==> src/rtl/pipe_addsub_pkg.sv <==
// Shared definitions for pipe_addsub: operation codes and the result-width helper.
package pipe_addsub_pkg;

    localparam logic [1:0] MODE_SUB  = 2'd0;
    localparam logic [1:0] MODE_ADD  = 2'd1;
    localparam logic [1:0] MODE_RSUB = 2'd2;
    localparam logic [1:0] MODE_ABS  = 2'd3;

    function automatic int resultWidth(input int width);
        return width + 1;
    endfunction

endpackage

==> src/rtl/pipe_addsub_calc.sv <==
// Stage-1 combinational datapath: mode decode, exact compute, then wrap or clamp.
// PIPE_ADDSUB_SAT_EN selects clamping of ADD overflow and adds the sat output.
module addsub_calc
    import pipe_addsub_pkg::*;
#(
    parameter int WIDTH = 4
) (
    input  logic [1:0]       mode,
    input  logic [WIDTH-1:0] a,
    input  logic [WIDTH-1:0] b,
    output logic [WIDTH:0]   res
`ifdef PIPE_ADDSUB_SAT_EN
    ,
    output logic             sat
`endif
);

    // The clamping build needs one extra bit to see ADD overflow; wrapping does not.
`ifdef PIPE_ADDSUB_SAT_EN
    localparam int CW = WIDTH + 2;
`else
    localparam int CW = WIDTH + 1;
`endif

    logic [CW-1:0] aExt;
    logic [CW-1:0] bExt;
    logic [CW-1:0] exact;

    assign aExt = CW'(a);
    assign bExt = CW'(b);

    always_comb begin
        case (mode)
            MODE_SUB:  exact = aExt - bExt;
            MODE_ADD:  exact = aExt + bExt;
            MODE_RSUB: exact = bExt - aExt;
            default:   exact = (a >= b) ? (aExt - bExt) : (bExt - aExt);
        endcase
    end

`ifdef PIPE_ADDSUB_SAT_EN
    always_comb begin
        sat = (mode == MODE_ADD) && (exact[WIDTH+1:WIDTH] != 2'b00);
        res = sat ? {1'b0, {WIDTH{1'b1}}} : exact[WIDTH:0];
    end
`else
    assign res = exact;
`endif

endmodule

==> src/rtl/pipe_addsub.sv <==
// Pipelined add/subtract unit with valid/ready flow control and a global stall enable.
// PIPE_ADDSUB_SAT_EN enables ADD saturation and the satOut port.
module pipe_addsub
    import pipe_addsub_pkg::*;
#(
    parameter int WIDTH   = 4,
    parameter int LATENCY = 3
) (
    input  logic             clk,
    input  logic             rst,
    input  logic             inValid,
    output logic             inReady,
    input  logic [1:0]       modeIn,
    input  logic [WIDTH-1:0] aIn,
    input  logic [WIDTH-1:0] bIn,
    output logic             outValid,
    input  logic             outReady,
    output logic [WIDTH:0]   resOut
`ifdef PIPE_ADDSUB_SAT_EN
    ,
    output logic             satOut
`endif
);

    localparam int RW = resultWidth(WIDTH);

    typedef struct packed {
        logic          valid;
        logic [RW-1:0] res;
`ifdef PIPE_ADDSUB_SAT_EN
        logic          sat;
`endif
    } stage_t;

    logic             en;
    logic             inRegValid;
    logic [1:0]       inRegMode;
    logic [WIDTH-1:0] inRegA;
    logic [WIDTH-1:0] inRegB;
    logic [RW-1:0]    calcRes;
`ifdef PIPE_ADDSUB_SAT_EN
    logic             calcSat;
`endif
    stage_t           stageIn;
    stage_t [LATENCY:0] chain;
    stage_t           tail;

    assign tail     = chain[LATENCY];
    assign en       = !(tail.valid && !outReady);
    assign inReady  = en && !rst;
    assign outValid = tail.valid && !rst;
    assign resOut   = tail.res;
`ifdef PIPE_ADDSUB_SAT_EN
    assign satOut   = tail.sat;
`endif

    // Operand capture: the mode travels with its operands into the compute stage.
    always_ff @(posedge clk) begin
        if (rst) begin
            inRegValid <= 1'b0;
            inRegMode  <= MODE_SUB;
            inRegA     <= '0;
            inRegB     <= '0;
        end else if (en) begin
            inRegValid <= inValid;
            inRegMode  <= modeIn;
            inRegA     <= aIn;
            inRegB     <= bIn;
        end
    end

    addsub_calc #(
        .WIDTH(WIDTH)
    ) calc (
        .mode(inRegMode),
        .a   (inRegA),
        .b   (inRegB),
        .res (calcRes)
`ifdef PIPE_ADDSUB_SAT_EN
        ,
        .sat (calcSat)
`endif
    );

    always_comb begin
        stageIn       = '0;
        stageIn.valid = inRegValid;
        stageIn.res   = calcRes;
`ifdef PIPE_ADDSUB_SAT_EN
        stageIn.sat   = calcSat;
`endif
    end

    assign chain[0] = stageIn;

    // Stage 1 registers the computed result; later stages are pure delay, all gated by en.
    for (genvar i = 0; i < LATENCY; i++) begin : gStage
        stage_t q;

        always_ff @(posedge clk) begin
            if (rst) begin
                q <= '0;
            end else if (en) begin
                q <= chain[i];
            end
        end

        assign chain[i+1] = q;
    end

endmodule

==> config.mk <==
export PLATFORM = sky130hd
export DESIGN_NAME = pipe_addsub
export DESIGN_NICKNAME = d
export VERILOG_FILES = /design/src/rtl/pipe_addsub_pkg.sv /design/src/rtl/pipe_addsub_calc.sv /design/src/rtl/pipe_addsub.sv
export SDC_FILE = /design/constraint.sdc
export NUM_CORES = 1
export LEC_CHECK = 0
export CAP_MARGIN = 20
export CELL_PAD_IN_SITES_DETAIL_PLACEMENT = 1
export CELL_PAD_IN_SITES_GLOBAL_PLACEMENT = 2
export CORE_ASPECT_RATIO = 0.5
export CORE_MARGIN = 8
export CORE_UTILIZATION = 35
export DETAILED_ROUTE_END_ITERATION = 6
export MAX_ROUTING_LAYER = met4
export PLACE_DENSITY = 0.92
export SLEW_MARGIN = 20
export SYNTH_ARGS = -nofsm -noshare
export SYNTH_HDL_FRONTEND = slang
export SYNTH_SLANG_ARGS = --single-unit
export TNS_END_PERCENT = 100
==> constraint.sdc <==
create_clock -name clk -period 3.7 [get_ports clk]
set_clock_uncertainty 0.05 [all_clocks]
set_input_delay 0.37 -clock clk [delete_from_list [all_inputs] [get_ports clk]]
set_output_delay 0.37 -clock clk [all_outputs]
set_load 0.01 [all_outputs]
# == Yosys cells after proc, flatten, opt, wreduce, memory -nomap -nowiden ==
# Cells that the tools add are included.
# classes
add_sub_neg,3
n_lt_le_gt_ge,1
n_eq_ne,2
mux,2
n_reduce_logical,7
# ops
operator,count
one-hot mux 5 bit (3 select lines),1
subtractor 4 x 4 -> 5 bit,2
adder 4 x 4 -> 5 bit,1
2-to-1 mux 5 bit,1
>= comparator 4 bit,1
logical AND 1 bit,3
zero test 1 bit,3
== test 2 x 1 -> 1 bit (second input constant),1
== test 2 bit (second input constant),1
zero test 2 bit,1
# totals
reg_bits,29
out_inout_bits,7
wordCells,25

# == Logic depth before layout (Yosys ltp) ==
# Gate-level depths: netlist of the first run.
# logic_depth
depth_word,4
ltp_mapped,9
ltp_nobuf,9

# == Cells and area by module ==
# From an unflattened synthesis of the first run, not the netlist that was laid out.
# hier_totals
cells_unflattened,190
area_unflattened_um2,1800.5
# modules_own_cells
mod,instances,cells_each,area_per_inst_um2,seq_area_each_um2
pipe_addsub,1,120,1253.7,580.6
addsub_calc,1,70,546.8,0.0

# == Worst setup path before layout of the first run ==
# OpenSTA, ideal clock, no wires.
# synth_path
path_kind,flip-flop to flip-flop
startpoint,register inRegB[0]
endpoint,"register gStage[0].q, in the netlist chain[7]"
arrival_ns,1.850
slack_ns,1.667
stages_incl_launch_ff,9
period_less_slack_ns,2.033
path_cell_list,dfxtp_1 -> inv_1 -> ha_1 -> inv_1 -> fa_1 -> mux2_1 -> a221oi_1 -> a211o_1 -> a21oi_1
# synth_between
elab_chain_cells,3
# synth_lines
element,line,source
from (decl),pipe_addsub.sv:39,logic [WIDTH-1:0] inRegB;
from (signal assigned),pipe_addsub.sv:68,inRegB <= bIn;
subtractor 4 x 4 -> 5 bit (tied with other cells),"pipe_addsub_calc.sv:36, pipe_addsub_calc.sv:37",
2-to-1 mux 5 bit,pipe_addsub_calc.sv:37,default: exact = (a >= b) ? (aExt - bExt) : (bExt - aExt);
one-hot mux 5 bit (3 select lines) *,pipe_addsub_calc.sv:33,case (mode)
to (signal assigned),pipe_addsub.sv:104,q <= chain[i];
to (decl),pipe_addsub.sv:98,stage_t q;
# Mark *: on every way between the ends. The rest lies on a longest branch, timed or not.
# A chain may end at the register's enable or synchronous reset.

# == Worst setup path in the final report of the first run ==
# layout_path
startpoint,register inRegB[2]
endpoint,"register gStage[0].q, in the netlist chain[10]"
# Same word-level chain as after synthesis.

==> results of run 1 <==
critical path, stage by stage, from the launching register on:
cell and delay, ns:
dfxtp_1 0.40, inv_1 0.07, ha_1 0.51, a21oi_1 0.34, nand2_2 0.11, a21oi_2 0.27, mux2_4 0.34, a311oi_2 0.19
layout make-up:
| class | count | area, µm² | share of cell area (%) |
|---|---|---|---|
| multi-input cells | 152 | 970.9 | 47.81 |
| flip-flops and latches | 29 | 580.6 | 28.59 |
| repair buffers | 23 | 222.7 | 10.97 |
| well taps | 70 | 87.58 | 4.313 |
| clock buffers | 6 | 82.58 | 4.067 |
| inverters | 13 | 48.80 | 2.403 |
| clock inverters | 2 | 37.54 | 1.848 |
kinds of logic after synthesis:
logic type | after synthesis
mux | 4
buf+inv | 30
xor+xnor | 3
fa+ha+maj | 15
flops | 29
compound gates | 54
simple gates | 76
per-layer routing:
metal	global-route usage (%)	part of all wire (%)
met1	15.53	51
met2	18.78	44
met3	3.916	4.3
met4	2.240	0.40
met5	-	0
placed cells by master (no fill, tap or decap), types with 2 or more instances in the layout:
cell,instances
nand2_1,51
o211ai_1,2
dfxtp_1,29
nor2_1,11
a21o_1,2
inv_1,12
a21oi_2,2
nor2b_1,2
ha_1,12
o21ai_0,4
clkbuf_8,6
buf_4,3
or3_1,2
clkdlybuf4s50_1,20
a21oi_1,32
xnor2_1,2
mux2_1,2
nand2b_1,2
fa_1,3
state kept, by name, summed over array words and instances, names as in the netlist:
name and count:
inRegB 4, inRegMode 2, inRegValid 1, chain 13, resOut 5, inRegA 4
synth_stat cells (2+ instances only):
master | instances | area, µm²
a21oi_2 | 2 | 17.52
inv_1 | 12 | 45.04
nor2_1 | 11 | 41.29
nand2_1 | 51 | 191.4
a21o_1 | 2 | 15.01
nor2b_1 | 3 | 18.77
xnor2_1 | 2 | 17.52
fa_1 | 3 | 60.06
a21oi_1 | 32 | 160.2
clkbuf_8 | 5 | 68.82
o211ai_1 | 2 | 15.01
mux2_1 | 2 | 22.52
o21ai_0 | 4 | 20.02
ha_1 | 12 | 150.1
buf_4 | 5 | 37.54
dfxtp_1 | 29 | 580.6
or3_1 | 2 | 12.51
nand2b_1 | 2 | 12.51
clkbuf_1 | 6 | 22.52
power groups by stage:
stage               clock, W  combinational [W]  sequential [W]
finish              0.000341           0.000158        0.000353
global route        0.000367           0.000175        0.000356
detailed placement         0           0.000157        0.000360
CTS                 0.000352           0.000159        0.000353
global placement           0           0.000153        0.000358
floorplan                  0           0.000121        0.000352
worst paths after layout:
path	from	to	cells after the start
min	chain[12]	chain[12]	2
max reg2reg	inRegB[2]	chain[10]	7
max	inRegB[2]	chain[10]	7
min reg2reg	chain[12]	chain[12]	2
stage by stage:
step,cells,setup WS [ns],area [µm²]
2_1_floorplan,211,1.667,1738
3_3_place_gp,287,1.461,1911
3_5_place_dp,287,1.384,1911
4_1_cts,295,1.352,2031
5_1_grt,295,1.252,2031
6_report,295,1.339,2031
==> results_dict.tcl, run 1 <==
set metrics [dict create \
    p_sw_w 0.0002248 \
    syn_nets 240 \
    start_util_pct 35.73 \
    via_count 1438 \
    max_freq_mhz 423.5 \
    final_hold_viol_count 0 \
    netlist_area_um2 1738 \
    area_delta_synth_final_pct 16.85 \
    fin_setup_tns_ns 0 \
    combPwrFrac_pct 18.6 \
    grt_setup_unrepaired "no" \
    numCtsBuffers 5 \
    swShare_pct 26.40 \
    avgViaCountPerCell 4.875 \
    first_iter_violations 64 \
    die_h_um 65.83 \
    numPortBuffers 20 \
    grt_pass1_wl_um 7148 \
    postCtsSetupBuffers 0 \
    grt_max_degree 31 \
    clock-sinks 29 \
    ys_seq_area_share_pct 33.41 \
    holdWs_ns 0.4037 \
    crit_arrival_ns 2.50 \
    dr.pass1.iters 4 \
    rrSetupSlack_ns 1.34 \
    grt_overflow_total 0 \
    ir_worst_vdd_mv 0.1617 \
    p_seq_share_pct 41.4 \
    worst-endpoint-required_ns 3.84 \
    ys_ff_latch 29 \
    synth_adder_area_share_pct 12.10 \
    antenna_found_initial 0 \
    wl_per_cell_um 14.49 \
    synthXorXnorAreaFrac_pct 1.512 \
    slew_viol_final 0 \
    power_w 0.0008516 \
    drc 0 \
    drive_gt1_share_pct 11.11 \
    slew_headroom_pct 65.76 \
    cts_tree "yes" \
    hold_buffers 0 \
    synth_compound_area_share_pct 20.52 \
    syn_inst 211 \
    min_period_ns 2.361 \
    num_rows 18 \
    fin_nets 253 \
    cts_resized 0 \
    leakagePower_nw 0.8167 \
    core_um2 4865 \
    yosysWarnings 0 \
    critPathKind "reg -> reg" \
    hold_class "reg -> reg" \
    p_clk_share_pct 40.0 \
    critical_path_peak_fanout 13 \
    critPathLaunchType "flop" \
    root_buffer "clkbuf_8" \
    finalSetupViolCount 0 \
    outcome "finished, final reports clean" \
    synth_top_family_by_area "compound AO/OA/AOI/OAI gates" \
    cap_violations 0 \
    worst_slew_pin_slew_ns 0.5136 \
    avgSynthCellArea_um2 8.237 \
    p_per_area_nw_per_um2 419.4 \
    finish.utilization_pct 41.74 \
    dpl.hpwl_um 3260 \
    fp.dieW_um 115.7 \
    dieArea_um2 7613 \
    grt_pass1_vias 1487 \
    clk_latency_ns 0.28 \
    place_congestion 0.8614 \
    postRouteAntennaNets 0 \
    async_reset_ff_share_pct 0 \
    synth-simple-area-share_pct 18.86 \
    io_pins 21 \
    cts_buffer_depth 2 \
    wl_um 4276 \
    nFillCells 604 \
    htreeDepth 2 \
    synth-main-ff-cell "dfxtp_1" \
    ys_types 43 \
    timing.final.crit_share_pct 63.82 \
    synth_edf_count 0 \
    grt_util_all_layers_pct 12.22 \
    clk_pin_slew_ns 0.07 \
    p_int_w 0.0006268 \
    synthMuxAreaShare_pct 2.736 \
    end_kind "flop" \
    antenna_cells 0 \
]
(Power assumes the default switching activity.)
==> run 2: changes to the inputs <==
CORE_UTILIZATION = 30   (was 35)
PLACE_DENSITY = 0.85   (was 0.92)
clock period = 1.9 ns   (was 3.7 ns; I/O delays follow)
==> results_dict.tcl, run 2 (same netlist as run 1, synthesis figures left out) <==
set metrics [dict create \
    outcome "finished with violations" \
    violations "setup timing" \
    grt_setup_unrepaired "yes" \
    mostFrequentLayoutCell "nand2_1" \
    hold_buffers 0 \
    min_period_ns 2.019 \
    fin_nets 278 \
    grt_overflow_total 0 \
    critPathKind "reg -> reg" \
    cp_cell_sequence "inv_2, ha_4, inv_2, fa_2, a21o_1, a21oi_2, nand2_1, mux2_4, a311oi_2" \
    wl_um 5147 \
    crit_path_start "inRegA[0]" \
    slew_viol_final 0 \
    wl_per_cell_um 15.98 \
    clk_pin_slew_ns 0.05 \
    grt_util_all_layers_pct 12.28 \
    io_pins 21 \
    mostFrequentLayoutCells "nand2_1, a21oi_1, buf_4, dfxtp_1, clkdlybuf4s50_1" \
    area_delta_synth_final_pct 39.74 \
    worst_path_max_delay_cell "fa_2" \
    clock-sinks 29 \
    timing.final.crit_share_pct 106.3 \
    design_area_um2 2429 \
    leakagePower_nw 0.9861 \
    drive_gt1_share_pct 28.51 \
    numCtsBuffers 5 \
    hold_class "reg -> reg" \
    largest_register_ff_count 13 \
    cap_violations 0 \
    crit_path_max_incr_delay_ns 0.41 \
    p_per_area_nw_per_um2 830.1 \
    dp_slack_ns -0.1887 \
    avgViaCountPerCell 4.907 \
    rr_endpoint "chain[10]" \
    critical_path_peak_fanout 4 \
    r2r_start "inRegA[0]" \
    grt_max_degree 27 \
    dpl.hpwl_um 3716 \
    postRouteAntennaNets 0 \
    die_h_um 69.82 \
    worst-endpoint-required_ns 2.04 \
    fin_setup_tns_ns -0.2897 \
    antenna_found_initial 0 \
    core_um2 5539 \
    rrSetupSlack_ns -0.12 \
    max_freq_mhz 495.3 \
    start_util_pct 31.38 \
    place_area_um2 2103 \
    grt_pass1_wl_um 8128 \
    cpMostUsedCell "inv_2" \
    dr.pass1.iters 4 \
    cts_buffer_depth 2 \
    ir_worst_vdd_mv 0.3301 \
    first_iter_violations 44 \
    final_hold_viol_count 0 \
    end_kind "flop" \
    dieArea_um2 8633 \
    hold_depth 2 \
    antenna_cells 0 \
    worst_slew_pin_slew_ns 0.3975 \
    critPathLaunchType "flop" \
    grt_pass1_vias 1628 \
    clk_latency_ns 0.27 \
    root_buffer "clkbuf_16" \
    min_from "chain[11]" \
    crit_arrival_ns 2.16 \
    slew_headroom_pct 73.47 \
    cts_tree "yes" \
    fp.dieW_um 123.6 \
    holdWs_ns 0.4044 \
    finish.utilization_pct 43.84 \
    worst-r2r-cell-count 9 \
    timing.final.ws_setup_ns -0.1192 \
    min_to "chain[11]" \
    num_rows 19 \
    via_count 1580 \
    htreeDepth 2 \
    drc 0 \
    numPortBuffers 20 \
    finalSetupViolCount 3 \
    place_congestion 0.9009 \
]
run 2: repair_timing:
item	CTS	global route
resized for setup	10	17
pin swaps	4	11
endpoints found under the setup margin	4	4
setup buffers	1	4
run 2: power by group:
| group | leakage (nW) | switching (W) | internal (W) |
|---|---|---|---|
| clock network | 0.0797 | 0.000271 | 0.000607 |
| logic | 0.665 | 0.000214 | 0.000237 |
| registers | 0.241 | 0.0000381 | 0.000649 |
| total | 0.986 | 0.000523 | 0.00149 |
run 2: through the flow:
stage | cells | total power [W]
global placement | 310 | 0.001071
finish | 322 | 0.002016
CTS | 318 | 0.001996
global route | 322 | 0.002116
detailed placement | 310 | 0.001085
floorplan | 211 | 0.0009373
run 2: worst max-delay path by stage:
stage	slack (ns)	cells after the start	to
2_1_floorplan	0.008	8	chain[7]
3_3_place_gp	-0.18	9	chain[10]
3_5_place_dp	-0.19	9	chain[10]
4_1_cts	-0.10	9	chain[10]
5_1_grt	-0.21	9	chain[10]
6_report	-0.12	9	chain[10]
run 2: cell type report:
cell class / instances / area [µm²]
fillers: 643 / 3110
multi-input cells: 152 / 1104
flip-flops and latches: 29 / 595.6
repair buffers: 48 / 426.7
clock buffers: 5 / 125.1
well taps: 73 / 91.34
inverters: 13 / 51.30
clock inverters: 2 / 35.03
run 2: routing by layer:
metal  vias up  part of all wire, %  GRT usage [%]
li1        766                    -              -
met1       782                   49          15.95
met2        24                   45          17.90
met3         8                  5.1          3.331
met4         0                  1.6          3.974
met5         -                    0              -
run 2: critical path, delay by kind of cell, from the launching register on:
kind | cells | cell delay, ns
flops | 1 | 0.36
mux | 1 | 0.27
simple gates | 1 | 0.07
fa+ha+maj | 2 | 0.54
compound gates | 3 | 0.54
buf+inv | 2 | 0.10
==> run 3: changes to the inputs <==
CORE_UTILIZATION = 33   (was 30)
PLACE_DENSITY = 0.88   (was 0.85)
clock period = 2.3 ns   (was 1.9 ns; I/O delays follow)
==> results_dict.tcl, run 3 (same netlist as run 1, synthesis figures left out) <==
set metrics [dict create \
    cpMostUsedCell "inv_1" \
    final_hold_viol_count 0 \
    postRouteAntennaNets 0 \
    finalSetupViolCount 0 \
    hold_buffers 0 \
    numPortBuffers 20 \
    mostFrequentLayoutCells "nand2_1, a21oi_1, dfxtp_1, clkdlybuf4s50_1" \
    end_kind "flop" \
    worst_slew_pin_slew_ns 0.3479 \
    num_rows 18 \
    slew_viol_final 0 \
    via_count 1462 \
    dr.pass1.iters 4 \
    p_per_area_nw_per_um2 671.8 \
    clock-sinks 29 \
    slew_headroom_pct 76.76 \
    worst-endpoint-required_ns 2.44 \
    cts_buffer_depth 2 \
    crit_path_max_incr_delay_ns 0.40 \
    start_util_pct 34.76 \
    leakagePower_nw 0.8458 \
    grt_setup_unrepaired "no" \
    mostFrequentLayoutCell "nand2_1" \
    die_h_um 67.32 \
    htreeDepth 2 \
    worst_path_max_delay_cell "fa_1" \
    min_period_ns 2.142 \
    power_w 0.001402 \
    wl_um 4548 \
    cap_violations 0 \
    fin_setup_tns_ns 0 \
    numCtsBuffers 5 \
    largest_register_ff_count 13 \
    postCtsSetupBuffers 0 \
    first_iter_violations 48 \
    area_delta_synth_final_pct 20.09 \
    clk_pin_slew_ns 0.07 \
    ir_worst_vdd_mv 0.2628 \
    fp.dieW_um 118.6 \
    outcome "finished, final reports clean" \
    dpl.hpwl_um 3415 \
    root_buffer "clkbuf_8" \
    cts_tree "yes" \
    critPathKind "reg -> reg" \
    clk_latency_ns 0.28 \
    grt_pass1_wl_um 7562 \
    timing.final.crit_share_pct 93.11 \
    io_pins 21 \
    place_congestion 0.8380 \
    grt_overflow_total 0 \
    grt_max_degree 28 \
    grt_pass1_vias 1576 \
    critPathLaunchType "flop" \
    drc 0 \
    critical_path_peak_fanout 4 \
    fin_nets 257 \
    dieArea_um2 7986 \
    antenna_found_initial 0 \
    drive_gt1_share_pct 13.10 \
    hold_class "reg -> reg" \
    antenna_cells 0 \
    wl_per_cell_um 15.21 \
    crit_arrival_ns 2.28 \
    cts_resized 0 \
    cp_cell_sequence "inv_1, ha_1, inv_1, fa_1, a21o_1, a21oi_1, nand2_1, mux2_4, a311oi_2" \
    avgViaCountPerCell 4.890 \
    core_um2 5000 \
    max_freq_mhz 466.9 \
    grt_util_all_layers_pct 12.14 \
]
## run 3: critical path: cells and delay by family (launching register included)
| family | cells | cell delay (ns) |
|---|---|---|
| and+or+nand+nor | 1 | 0.10 |
| adders and majority gates | 2 | 0.58 |
| AOI/OAI and AO/OA | 3 | 0.55 |
| buffers and inverters | 2 | 0.14 |
| DFF | 1 | 0.36 |
| muxes | 1 | 0.27 |
## run 3: through the flow
step	setup slack (ns)	instances	hold WS, ns	area [µm²]	utilization, %
global route	0.03496	299	0.4240	2087	41.74
global placement	0.1908	291	0.3882	1953	39.06
floorplan	0.2670	211	0.3180	1738	-
detailed placement	0.1245	291	0.3971	1953	39.06
finish	0.1584	299	0.4051	2087	41.74
CTS	0.1093	299	0.4065	2073	41.47
## run 3: metal layers
metal | global-route usage, % | vias to the layer above | share of wire, %
met5 | - | - | 0
met4 | 4.524 | 0 | 1.6
met3 | 2.329 | 6 | 2.2
met2 | 19.01 | 26 | 44
met1 | 15.45 | 706 | 53
li1 | - | 724 | -
## run 3: final timing paths
path	start	endpoint	slack, ns	depth (start not counted)
max	inRegB[0]	chain[10]	0.16	9
min	chain[11]	chain[11]	0.41	2
max reg2reg	inRegB[0]	chain[10]	0.16	9
min reg2reg	chain[11]	chain[11]	0.41	2
## run 3: power breakdown
| group | switching, W | internal [W] |
|---|---|---|
| combinational | 0.000144 | 0.000130 |
| sequential | 0.0000273 | 0.000536 |
| clock | 0.000213 | 0.000352 |
| total | 0.000384 | 0.00102 |
## run 3: layout make-up
| class | count | area, µm² |
|---|---|---|
| Fill cell | 621 | 2913 |
| Multi-Input combinational cell | 152 | 984.7 |
| Sequential cell | 29 | 580.6 |
| Timing Repair Buffer | 27 | 265.3 |
| Tap cell | 70 | 87.58 |
| Clock buffer | 6 | 82.58 |
| Inverter | 13 | 48.80 |
| Clock inverter | 2 | 37.54 |
